**src/rtl/inst_fetch_queue.sv**
```systemverilog
// Instruction fetch queue: buffers fetched words between the fetch port and the
// way0 decoder, tags each one with a rolling 2-bit pID and issues in program order.
module inst_fetch_queue #(
  parameter int DEPTH = 4,
  parameter int PTR_W = $clog2(DEPTH)
) (
  input  logic             clk,
  input  logic             rst,
  input  logic             fetch_valid_i,
  input  logic [31:0]      fetch_inst_i,
  input  logic [31:0]      fetch_addr_i,
  output logic             fetch_ready_o,
  input  logic             flush_i,
  output logic             valid_o,
  output logic [31:0]      inst_o,
  output logic [31:0]      instAddr_o,
  output logic [1:0]       way0_pID_o,
  input  logic             ready_i,
  output logic [PTR_W:0]   count_o
);

  localparam logic [PTR_W:0] FULL_CNT = (PTR_W+1)'(DEPTH);

  logic [31:0]      inst_mem [DEPTH];
  logic [31:0]      addr_mem [DEPTH];
  logic [1:0]       pid_mem  [DEPTH];
  logic [PTR_W-1:0] wr_ptr;
  logic [PTR_W-1:0] rd_ptr;
  logic [PTR_W:0]   count;
  logic [1:0]       pid_cnt;
  logic             enq;
  logic             deq;

  // Ready depends on stored occupancy only, so a full queue cannot take a
  // word even when the head drains in the same cycle.
  assign fetch_ready_o = (count != FULL_CNT);
  assign valid_o       = (count != '0);
  assign enq           = fetch_valid_i && fetch_ready_o && !flush_i;
  assign deq           = valid_o && ready_i && !flush_i;

  assign inst_o     = inst_mem[rd_ptr];
  assign instAddr_o = addr_mem[rd_ptr];
  assign way0_pID_o = pid_mem[rd_ptr];
  assign count_o    = count;

  always_ff @(posedge clk or posedge rst) begin
    if (rst) begin
      wr_ptr  <= '0;
      rd_ptr  <= '0;
      count   <= '0;
      pid_cnt <= '0;
      for (int i = 0; i < DEPTH; i++) begin
        inst_mem[i] <= '0;
        addr_mem[i] <= '0;
        pid_mem[i]  <= '0;
      end
    end else if (flush_i) begin
      // Stale entries stay in storage; they are unreachable once count is 0.
      wr_ptr  <= '0;
      rd_ptr  <= '0;
      count   <= '0;
      pid_cnt <= '0;
    end else begin
      if (enq) begin
        inst_mem[wr_ptr] <= fetch_inst_i;
        addr_mem[wr_ptr] <= fetch_addr_i;
        pid_mem[wr_ptr]  <= pid_cnt;
        wr_ptr           <= wr_ptr + PTR_W'(1);
        pid_cnt          <= pid_cnt + 2'd1;
      end
      if (deq) begin
        rd_ptr <= rd_ptr + PTR_W'(1);
      end
      case ({enq, deq})
        2'b10:   count <= count + (PTR_W+1)'(1);
        2'b01:   count <= count - (PTR_W+1)'(1);
        default: count <= count;
      endcase
    end
  end

endmodule

```
**config.mk**
```make
export PLATFORM = sky130hd
export DESIGN_NAME = inst_fetch_queue
export DESIGN_NICKNAME = d
export VERILOG_FILES = /design/src/rtl/inst_fetch_queue.sv
export SDC_FILE = /design/constraint.sdc
export NUM_CORES = 1
export LEC_CHECK = 0
export BUFFER_PORTS_ARGS = -buffer_cell sky130_fd_sc_hd__buf_2
export CAP_MARGIN = 20
export CORE_MARGIN = 2
export CORE_UTILIZATION = 25
export CTS_BUF_LIST = sky130_fd_sc_hd__clkbuf_16
export DETAILED_ROUTE_END_ITERATION = 6
export SKIP_CTS_REPAIR_TIMING = 1
export SLEW_MARGIN = 30
export SYNTH_ARGS = -nofsm -noshare
export SYNTH_HDL_FRONTEND = slang
export SYNTH_SLANG_ARGS = --single-unit
export TNS_END_PERCENT = 30
```
**constraint.sdc**
```tcl
create_clock -name clk -period 20.9 [get_ports clk]
set_input_delay 4.18 -clock clk [delete_from_list [all_inputs] [get_ports clk]]
set_output_delay 4.18 -clock clk [all_outputs]
set_load 0.01 [all_outputs]
```
## Word-level counts from Yosys, hierarchy flattened

Index checks and enable logic that the tools add are counted.

| word-level totals | value |
|---|---|
| logic and storage cells | 65 |
| output and inout bits | 71 |
| input port bits | 69 |
| register bits | 273 |

| cells by class | value |
|---|---|
| order comparisons | 3 |
| eq/ne operators | 3 |
| $add $sub $neg | 5 |
| multiplexer cells | 24 |
| reductions and logical operators | 11 |
| bitwise operators | 3 |

Operators with widths:

| kind | number |
|---|---|
| 128-bit bitwise mux | 2 |
| 32-bit 2-to-1 mux | 5 |
| 32-bit binary-select mux with 2-bit select | 2 |
| 32-bit demux with 2-bit select | 1 |
| 2-bit 2-to-1 mux | 9 |
| 8-bit bitwise mux | 1 |
| 2-bit by 1-bit adder with 2-bit output, second input constant | 3 |
| 3-bit >= comparator, second input constant | 2 |
| 2-bit inverter with 3-bit output | 2 |
| 3-bit case mux with 2 select lines | 1 |
| 3-bit nonzero test | 2 |
| 1-bit logical AND | 5 |
| 2-bit binary-select mux with 2-bit select | 1 |
| 2-bit demux with 2-bit select | 1 |
| 2-bit nonzero test | 2 |
| 3-bit by 1-bit adder with 3-bit output, second input constant | 1 |
| 3-bit by 1-bit < comparator with 1-bit output, second input constant | 1 |
| 3-bit 2-to-1 mux | 1 |
| 3-bit inequality test, second input constant | 1 |
| 3-bit by 1-bit subtractor with 3-bit output, second input constant | 1 |
| 2-bit by 1-bit == test with 1-bit output, second input constant | 1 |
| 2-bit == test, second input constant | 1 |
| 2-bit AND reduction | 1 |
| 1-bit zero test | 1 |
| 1-bit inverter | 1 |

## Depth between registers and ports, before layout

Gate-level depths: netlist (run 1).

| depth | value |
|---|---|
| depth in word-level cells | 6 |
| mapped depth | 7 |
| mapped depth without buffers | 6 |

## Worst setup path after synthesis (run 1)

Ideal clock, no wire load.

| timing path | value |
|---|---|
| path type | input port to flip-flop |
| start point | input fetch_valid_i |
| end point | register count[2] (netlist: count_o[2]) |
| arrival time | 5.711 ns |
| slack | 15.107 ns |
| cell stages on the path | 7 |
| data required time | 20.818 ns |
| library setup time | 0.082 ns |
| buffers on the path | 1 |
| path through | clkbuf_1 -> o21a_1 -> nor3_1 -> fa_1 -> nand2b_1 -> or4_1 -> a31oi_1 |

| on the way | value |
|---|---|
| cells in the longest elaborated chain, start to end | 5 |
| elaborated cells on any way between the ends | 7 |
| those cells by class | eq/ne (2); mux (2); reduce/logical (3) |

Ends and longest elaborated chain:

| element | RTL line | source |
|---|---|---|
| start: declaration | 9 | `input logic fetch_valid_i,` |
| 1-bit logical AND (*) (2 in a row) | 38 | `assign enq = fetch_valid_i && fetch_ready_o && !flush_i;` |
| 2-bit by 1-bit == test with 1-bit output or 2-bit == test (tied branches) | 74 | `case ({enq, deq})` |
| 3-bit case mux with 2 select lines | 74 |  |
| 3-bit 2-to-1 mux | 57 | `end else if (flush_i) begin` |
| end signal: assignment | 75 | `2'b10: count <= count + (PTR_W+1)'(1);` |
| end signal: assignment | 76 | `2'b01: count <= count - (PTR_W+1)'(1);` |
| end signal: assignment | 77 | `default: count <= count;` |
| end: declaration | 29 | `logic [PTR_W:0] count;` |

Mark *: on every way between the ends. The rest lies on a longest branch, timed or not.
A chain may end at the register's enable or synchronous reset.

## Worst setup path after layout (run 1)

| timing path | value |
|---|---|
| start point | register rd_ptr[0] |
| end point | output instAddr_o[24] |

| on the way | value |
|---|---|
| cells in the longest elaborated chain, start to end | 4 |

Ends and longest elaborated chain:

| element | RTL line | source |
|---|---|---|
| start: declaration | 28 | `logic [PTR_W-1:0] rd_ptr;` |
| start signal: assignment | 72 | `rd_ptr <= rd_ptr + PTR_W'(1);` |
| 2-bit inverter with 3-bit output (implied by the code) | 42 | `assign instAddr_o = addr_mem[rd_ptr];` |
| 32-bit binary-select mux with 2-bit select | 42 |  |
| 32-bit 2-to-1 mux (implied by the code) (2 in a row) | 42 |  |
| end: declaration | 16 | `output logic [31:0] instAddr_o,` |

No other way between the ends. The select of a mux whose other input is x is not followed.

==> out/summary.txt, run 1 <==
outcome: finished clean
hold depth: 1
Final Max Tran Viols: 0
core area: 47900 sq um
number of synthesized flops with an enable pin: 0
RSZ-0062 raised after global routing: false
Skew-Pair Late Insertion Delay: 0.57 ns
worst reg2reg path endpoint: inst_mem[74]$_DFFE_PP0P_
cts bufs inserted: 31
drt initial violations: 276
Synth area leaders: dfrtp_1, mux2_2, mux4_2
ys async rst share: 100%
Final setup violation count: 0
htree depth: 1
Post-Syn Area per Cell: 17.1 sq um
Die X-Extent: 225 um
Max Cap Viol: 0
die height: 225 um
Crit Path Max Fanout: 38
fin cells: 1482
Setup crit start kind: flop
Gate power share: 22.5%
WS Path Type: reg2out
hpwl dp: 15700 um
Worst-path clk slew: 0.06 ns
Worst-Margin Slew: 0.844 ns
Clk pwr share: 31.8%
Critical Path AT: 2.94 ns
initial antenna violation count: 2
ANT nets after route: 0
Reg2Reg Setup Slack: 18.03 ns
clock root buffer: clkbuf_16
CTS tree: built
PortBufs: 139
Pre-antenna DRT Iters: 4
via count: 6594
final setup TNS: 0 ns
R2R depth: 5
distinct cell type count after synthesis: 39
proportion of layout cells with a drive suffix above 1: 61.3%
Seq/Total Area, Yosys: 56.0%
grt total ovfl: 0
Critical R2R Launch: count_o[2]$_DFFE_PP0P_
Longest Clk Path Bufs: 3
Post-synth top cells: dfrtp_1, mux2_2, mux4_2, mux2_4, buf_2
GPL Wtd Cong: 0.721
vias in the first global route: 7189
synthesized cell area: 12200 sq um
Synth Flop Type: dfrtp_1
worst hold path endpoint: inst_mem[58]$_DFFE_PP0P_
Post-Syn Instances: 712
final core utilization: 30.1%
most common cell in the synthesized netlist: dfrtp_1
TritonCTS Sinks: 273
Critical Path RT: 16.72 ns
Syn Nets: 786
placed instance area: 13400 sq um
fin crit share: 34.1%
FMAX: 140 MHz
Cells after DPL: 1424
worst min path class: reg2reg
number of synthesized register bits: 273
final worst clock skew: 0.0172 ns
sw frac: 26.2%
Worst VDD drop: 0.0622 mV
pin count of the biggest net entering global routing: 162
Yosys top cell area share: 56.0%
HP Start: inst_mem[58]$_DFFE_PP0P_
Die Footprint: 50600 sq um
residual DRC count: 0
Layout Nets: 917
final hold vios: 0
Initial Utilization: 25.4%
Psw: 0.430 mW
Routed WL: 26600 um
area leader, netlist: dfrtp_1
leakage: 6.41 nW
wire per inst: 17.9 um
io pins: 140
PD cells: 114 nW/um^2
Pint: 1.21 mW
Global Route Usage Sum: 10.8%
vias per cell: 4.45
part of the power in registers: 45.7%
Area growth, synth to finish: 18.3%
yosys warns: 0
# rows: 80
finished layout cell area: 14400 sq um
crit path time final: 7.12 ns
first-pass GRT wire length: 42700 um
Slew headroom: 43.7%
critical path endpoint category: output pin
per-stage QoR:
stage | power [mW] | setup slack [ns] | hold slack (ns)
finish | 1.64 | 13.78 | 0.497
global placement | 1.12 | 13.94 | 0.482
global route | 1.74 | 13.56 | 0.507
CTS | 1.68 | 13.63 | 0.500
detailed placement | 1.14 | 13.87 | 0.487
floorplan | 1.02 | 9.20 | 0.474
sequential cells by signal, indices dropped and copies added (netlist names):
register / cells
rd_ptr: 2
count_o: 3
addr_mem: 128
pid_cnt: 2
wr_ptr: 2
inst_mem: 128
pid_mem: 8
worst max-delay path by stage:
stage / startpoint / end / slack, ns / depth (start not counted)
2_1_floorplan: rst / addr_mem[0]$_DFFE_PP0P_ / 9.20 / 1
3_3_place_gp: fetch_valid_i / inst_mem[78]$_DFFE_PP0P_ / 13.94 / 5
3_5_place_dp: fetch_valid_i / inst_mem[73]$_DFFE_PP0P_ / 13.87 / 5
4_1_cts: rd_ptr[0]$_DFFE_PP0P_ / instAddr_o[24] / 13.63 / 3
5_1_grt: rd_ptr[0]$_DFFE_PP0P_ / instAddr_o[24] / 13.56 / 3
6_report: rd_ptr[0]$_DFFE_PP0P_ / instAddr_o[24] / 13.78 / 3
cell families after synthesis:
logic type | after synthesis | share of synthesized area, %
adders and majority gates | 5 | 0.574
AOI/OAI and AO/OA | 18 | 0.964
xor gates and xnor gates | 3 | 0.215
and+or+nand+nor | 28 | 1.36
buffers and inverters | 54 | 2.99
muxes | 331 | 37.9
DFF | 273 | 56.0
routing by layer:
layer | global-route usage, % | share of wire, % | vias to the layer above
li1 | - | - | 2940
met1 | 14.7 | 46 | 3508
met2 | 17.2 | 46 | 100
met3 | 2.30 | 5.0 | 44
met4 | 3.20 | 2.2 | 2
met5 | 0 | 0.060 | -
final cells by class:
class	count	area [sq um]
Sequential cell	273	6840
Timing Repair Buffer	147	788
Clock buffer	31	776
Clock inverter	25	193
Fill cell	4743	33500
Multi-Input combinational cell	385	5040
Inverter	5	26.3
Tap cell	615	769
Antenna cell	1	2.50
power by group through the flow:
stage          sequential (mW)  combinational, mW  clock [mW]
3_3_place_gp             0.754              0.367           0
2_1_floorplan            0.728              0.290           0
3_5_place_dp             0.760              0.377           0
4_1_cts                  0.751              0.378       0.546
6_report                 0.750              0.369       0.521
5_1_grt                  0.770              0.401       0.567
layout by cell type (no fill, tap or decap), drive strengths merged, types with 2 or more instances in the layout:
| master | n |
|---|---|
| o21ai | 5 |
| clkinv | 16 |
| mux2 | 265 |
| mux4 | 66 |
| buf | 147 |
| inv | 9 |
| a21oi | 3 |
| a31oi | 2 |
| dfrtp | 273 |
| nor2 | 7 |
| clkbuf | 31 |
| xor2 | 2 |
| nor2b | 3 |
| nand3 | 8 |
| bufinv | 3 |
| clkinvlp | 2 |
| ha | 4 |
| or3 | 2 |
worst max-delay path, stage by stage (launching register included):
cell	delay, ns
dfrtp_4	0.78
buf_4	0.74
mux4_2	0.62
buf_2	0.16
Power figures use the tool's default switching activity.
==> inputs of run 2 (changes only) <==
ABC_AREA = 1   (was not set)
clock period = 7.15 ns   (was 20.9 ns; I/O delays follow)
==> out/summary.txt, run 2 <==
Initial Utilization: 25.2% (was 25.4%)
Longest Clk Path Bufs: 3 (unchanged)
cts bufs inserted: 34 (was 31)
initial antenna violation count: 1 (was 2)
Critical R2R Launch: count_o[1]$_DFFE_PP0P_ (was count_o[2]$_DFFE_PP0P_)
slowest stage cell, crit path: dfrtp_4 (unchanged)
Critical Path AT: 2.99 ns (was 2.94 ns)
critical path endpoint category: output pin (unchanged)
Worst Setup EP: way0_pID_o[1] (was instAddr_o[24])
fin crit share: 61.9%
CP Depth: 5 (was 3)
Synth area leaders: dfrtp_1, o21ai_1, nand2_1 (was dfrtp_1, mux2_2, mux4_2)
TritonCTS Sinks: 273 (unchanged)
Slowest Stage Delay on Critical Path: 0.76 ns (was 0.78 ns)
CP cell instances: inv_4 > buf_4 > o21ai_0 > o22ai_1 > buf_2 (was buf_4 > mux4_2 > buf_2)
FMAX: 226 MHz
ANT nets after route: 0 (unchanged)
Worst-path clk slew: 0.06 ns (about the same)
Final setup violation count: 0 (unchanged)
area leader, netlist: dfrtp_1 (unchanged)
vias per cell: 4.51 (was 4.45)
Antenna Diode Count: 0 (was 1)
worst min path class: reg2reg (unchanged)
residual DRC count: 0 (unchanged)
proportion of layout cells with a drive suffix above 1: 20.9% (was 61.3%)
Max Cap Viol: 0 (unchanged)
GPL Wtd Cong: 0.732 (was 0.721)
Worst-Margin Slew: 0.956 ns (was 0.844 ns)
commonest non-fill, non-tap cells in the layout: dfrtp_1, nand2_1, o21ai_1, buf_2, o21ai_0 (was dfrtp_1, mux2_2, buf_2, mux4_2, mux2_4)
RSZ-0062 raised after global routing: false (unchanged)
io pins: 140 (unchanged)
Critical Path RT: 5.72 ns (was 16.72 ns)
PD cells: 432 nW/um^2 (was 114 nW/um^2)
Die X-Extent: 226 um (was 225 um)
Skew-Pair Late Insertion Delay: 0.53 ns (was 0.57 ns)
Post-Syn Instances: 1355 (was 712)
ys async rst share: 100% (unchanged)
# rows: 81 (was 80)
first-pass GRT wire length: 51400 um (was 42700 um)
Seq/Total Area, Yosys: 55.5% (was 56.0%)
most common cell after layout, fill and taps aside: dfrtp_1 (unchanged)
hpwl dp: 18100 um (was 15700 um)
wire per inst: 15.0 um (was 17.9 um)
Area growth, synth to finish: 16.8% (was 18.3%)
Largest regs: addr_mem (128), inst_mem (128), pid_mem (8) (unchanged)
# fillers: 5146 (was 4743)
Final Max Tran Viols: 0 (unchanged)
placed instance area: 13300 sq um (was 13400 sq um)
Routed WL: 31900 um (was 26600 um)
number of synthesized register bits: 273 (unchanged)
clock root buffer: clkbuf_16 (unchanged)
finished layout cell area: 14400 sq um (about the same)
core area: 48700 sq um (was 47900 sq um)
vias in the first global route: 9306 (was 7189)
Setup crit start kind: flop (unchanged)
Post-Syn Area per Cell: 9.08 sq um (was 17.1 sq um)
most common cell in the synthesized netlist: dfrtp_1 (unchanged)
Global Route Usage Sum: 12.8% (was 10.8%)
outcome: finished clean (unchanged)
via count: 9619 (was 6594)
worst reg2reg path endpoint: addr_mem[118]$_DFFE_PP0P_ (was inst_mem[74]$_DFFE_PP0P_)
die height: 226 um (was 225 um)
grt total ovfl: 0 (unchanged)
htree depth: 2 (was 1)
Post-synth top cells: dfrtp_1, nand2_1, o21ai_1, o21ai_0, nor2_1 (was dfrtp_1, mux2_2, mux4_2, mux2_4, buf_2)
Syn Nets: 1429 (was 786)
Pre-antenna DRT Iters: 5 (was 4)
PortBufs: 139 (unchanged)
drt initial violations: 730 (was 276)
WS Path Type: reg2out (unchanged)
Die Footprint: 51000 sq um (was 50600 sq um)
final core utilization: 29.5% (was 30.1%)
synthesized cell area: 12300 sq um (was 12200 sq um)
Reg2Reg Setup Slack: 4.44 ns (was 18.03 ns)
number of synthesized flops with an enable pin: 0 (unchanged)
Slew headroom: 36.3% (was 43.7%)
final worst clock skew: 0.0209 ns (was 0.0172 ns)
Layout Nets: 1518 (was 917)
distinct cell type count after synthesis: 22 (was 39)
critical path startpoint: rd_ptr[0]$_DFFE_PP0P_ (unchanged)
final hold vios: 0 (unchanged)
Worst VDD drop: 0.257 mV (was 0.0622 mV)
CP Buf/Inv Count: 3 (was 2)
Yosys top cell area share: 55.5% (was 56.0%)
R2R depth: 8 (was 5)
leakage: 6.89 nW (was 6.41 nW)
crit path time final: 4.42 ns
Pwr Total: 6.21 mW (was 1.64 mW)
pin count of the biggest net entering global routing: 154 (was 162)
critical path's top delay family: buffers and inverters (unchanged)
yosys warns: 0 (unchanged)
Synth Flop Type: dfrtp_1 (unchanged)
Crit Path Max Fanout: 73 (was 38)
CTS tree: built (unchanged)
final setup TNS: 0 ns (unchanged)
## run 2: routing by layer
metal	wire length, um	up-vias	track usage (%)
met4	634	2	3.89
met3	1860	51	2.63
met5	13	-	0
met1	15000	4625	17.7
li1	-	4693	-
met2	14400	248	19.9
## run 2: worst min-delay path, cell delays in order, from the launching register on
cell     delay, ns
dfrtp_1       0.34
nand2_1       0.06
o21ai_2       0.05
## run 2: kinds of logic (layout without fill, tap and decap cells)
logic type | Yosys count | after routing | share of synthesized area (%)
and+or+nand+nor | 427 | 427 | 14.2
DFF | 273 | 273 | 55.5
AOI/OAI and AO/OA | 474 | 474 | 22.0
adders and majority gates | 5 | 5 | 0.570
xor gates and xnor gates | 1 | 1 | 0.0712
buffers and inverters | 175 | 287 | 7.64
## run 2: how the worst min path moves through the flow
stage	from	end	cells past startpoint
CTS	inst_mem[91]$_DFFE_PP0P_	inst_mem[91]$_DFFE_PP0P_	2
detailed placement	inst_mem[91]$_DFFE_PP0P_	inst_mem[91]$_DFFE_PP0P_	2
global placement	addr_mem[51]$_DFFE_PP0P_	addr_mem[51]$_DFFE_PP0P_	2
finish	inst_mem[91]$_DFFE_PP0P_	inst_mem[91]$_DFFE_PP0P_	2
global route	inst_mem[126]$_DFFE_PP0P_	inst_mem[126]$_DFFE_PP0P_	2
floorplan	addr_mem[50]$_DFFE_PP0P_	addr_mem[50]$_DFFE_PP0P_	2
## run 2: area by class of cell
type / count / area [sq um] / area share, %
Tap cell: 664 / 831 / 5.78
Sequential cell: 273 / 6840 / 47.6
Clock inverter: 24 / 169 / 1.18
Clock buffer: 35 / 876 / 6.10
Timing Repair Buffer: 152 / 830 / 5.77
Multi-Input combinational cell: 907 / 4530 / 31.5
Inverter: 76 / 294 / 2.05
## run 2: per-stage QoR
step                      instances  setup WS (ns)  hold slack [ns]
after floorplan                1355           2.11            0.450
after global placement         2071           3.22            0.460
after detailed placement       2071           3.23            0.464
after CTS                      2130           2.66            0.479
after global routing           2131           2.50            0.491
final                          2131           2.73            0.477
## run 2: where the power goes
part	switching, mW	internal [mW]	total, mW
logic	1.18	0.803	1.99
clock network	0.673	0.959	1.63
registers	0.391	2.20	2.59
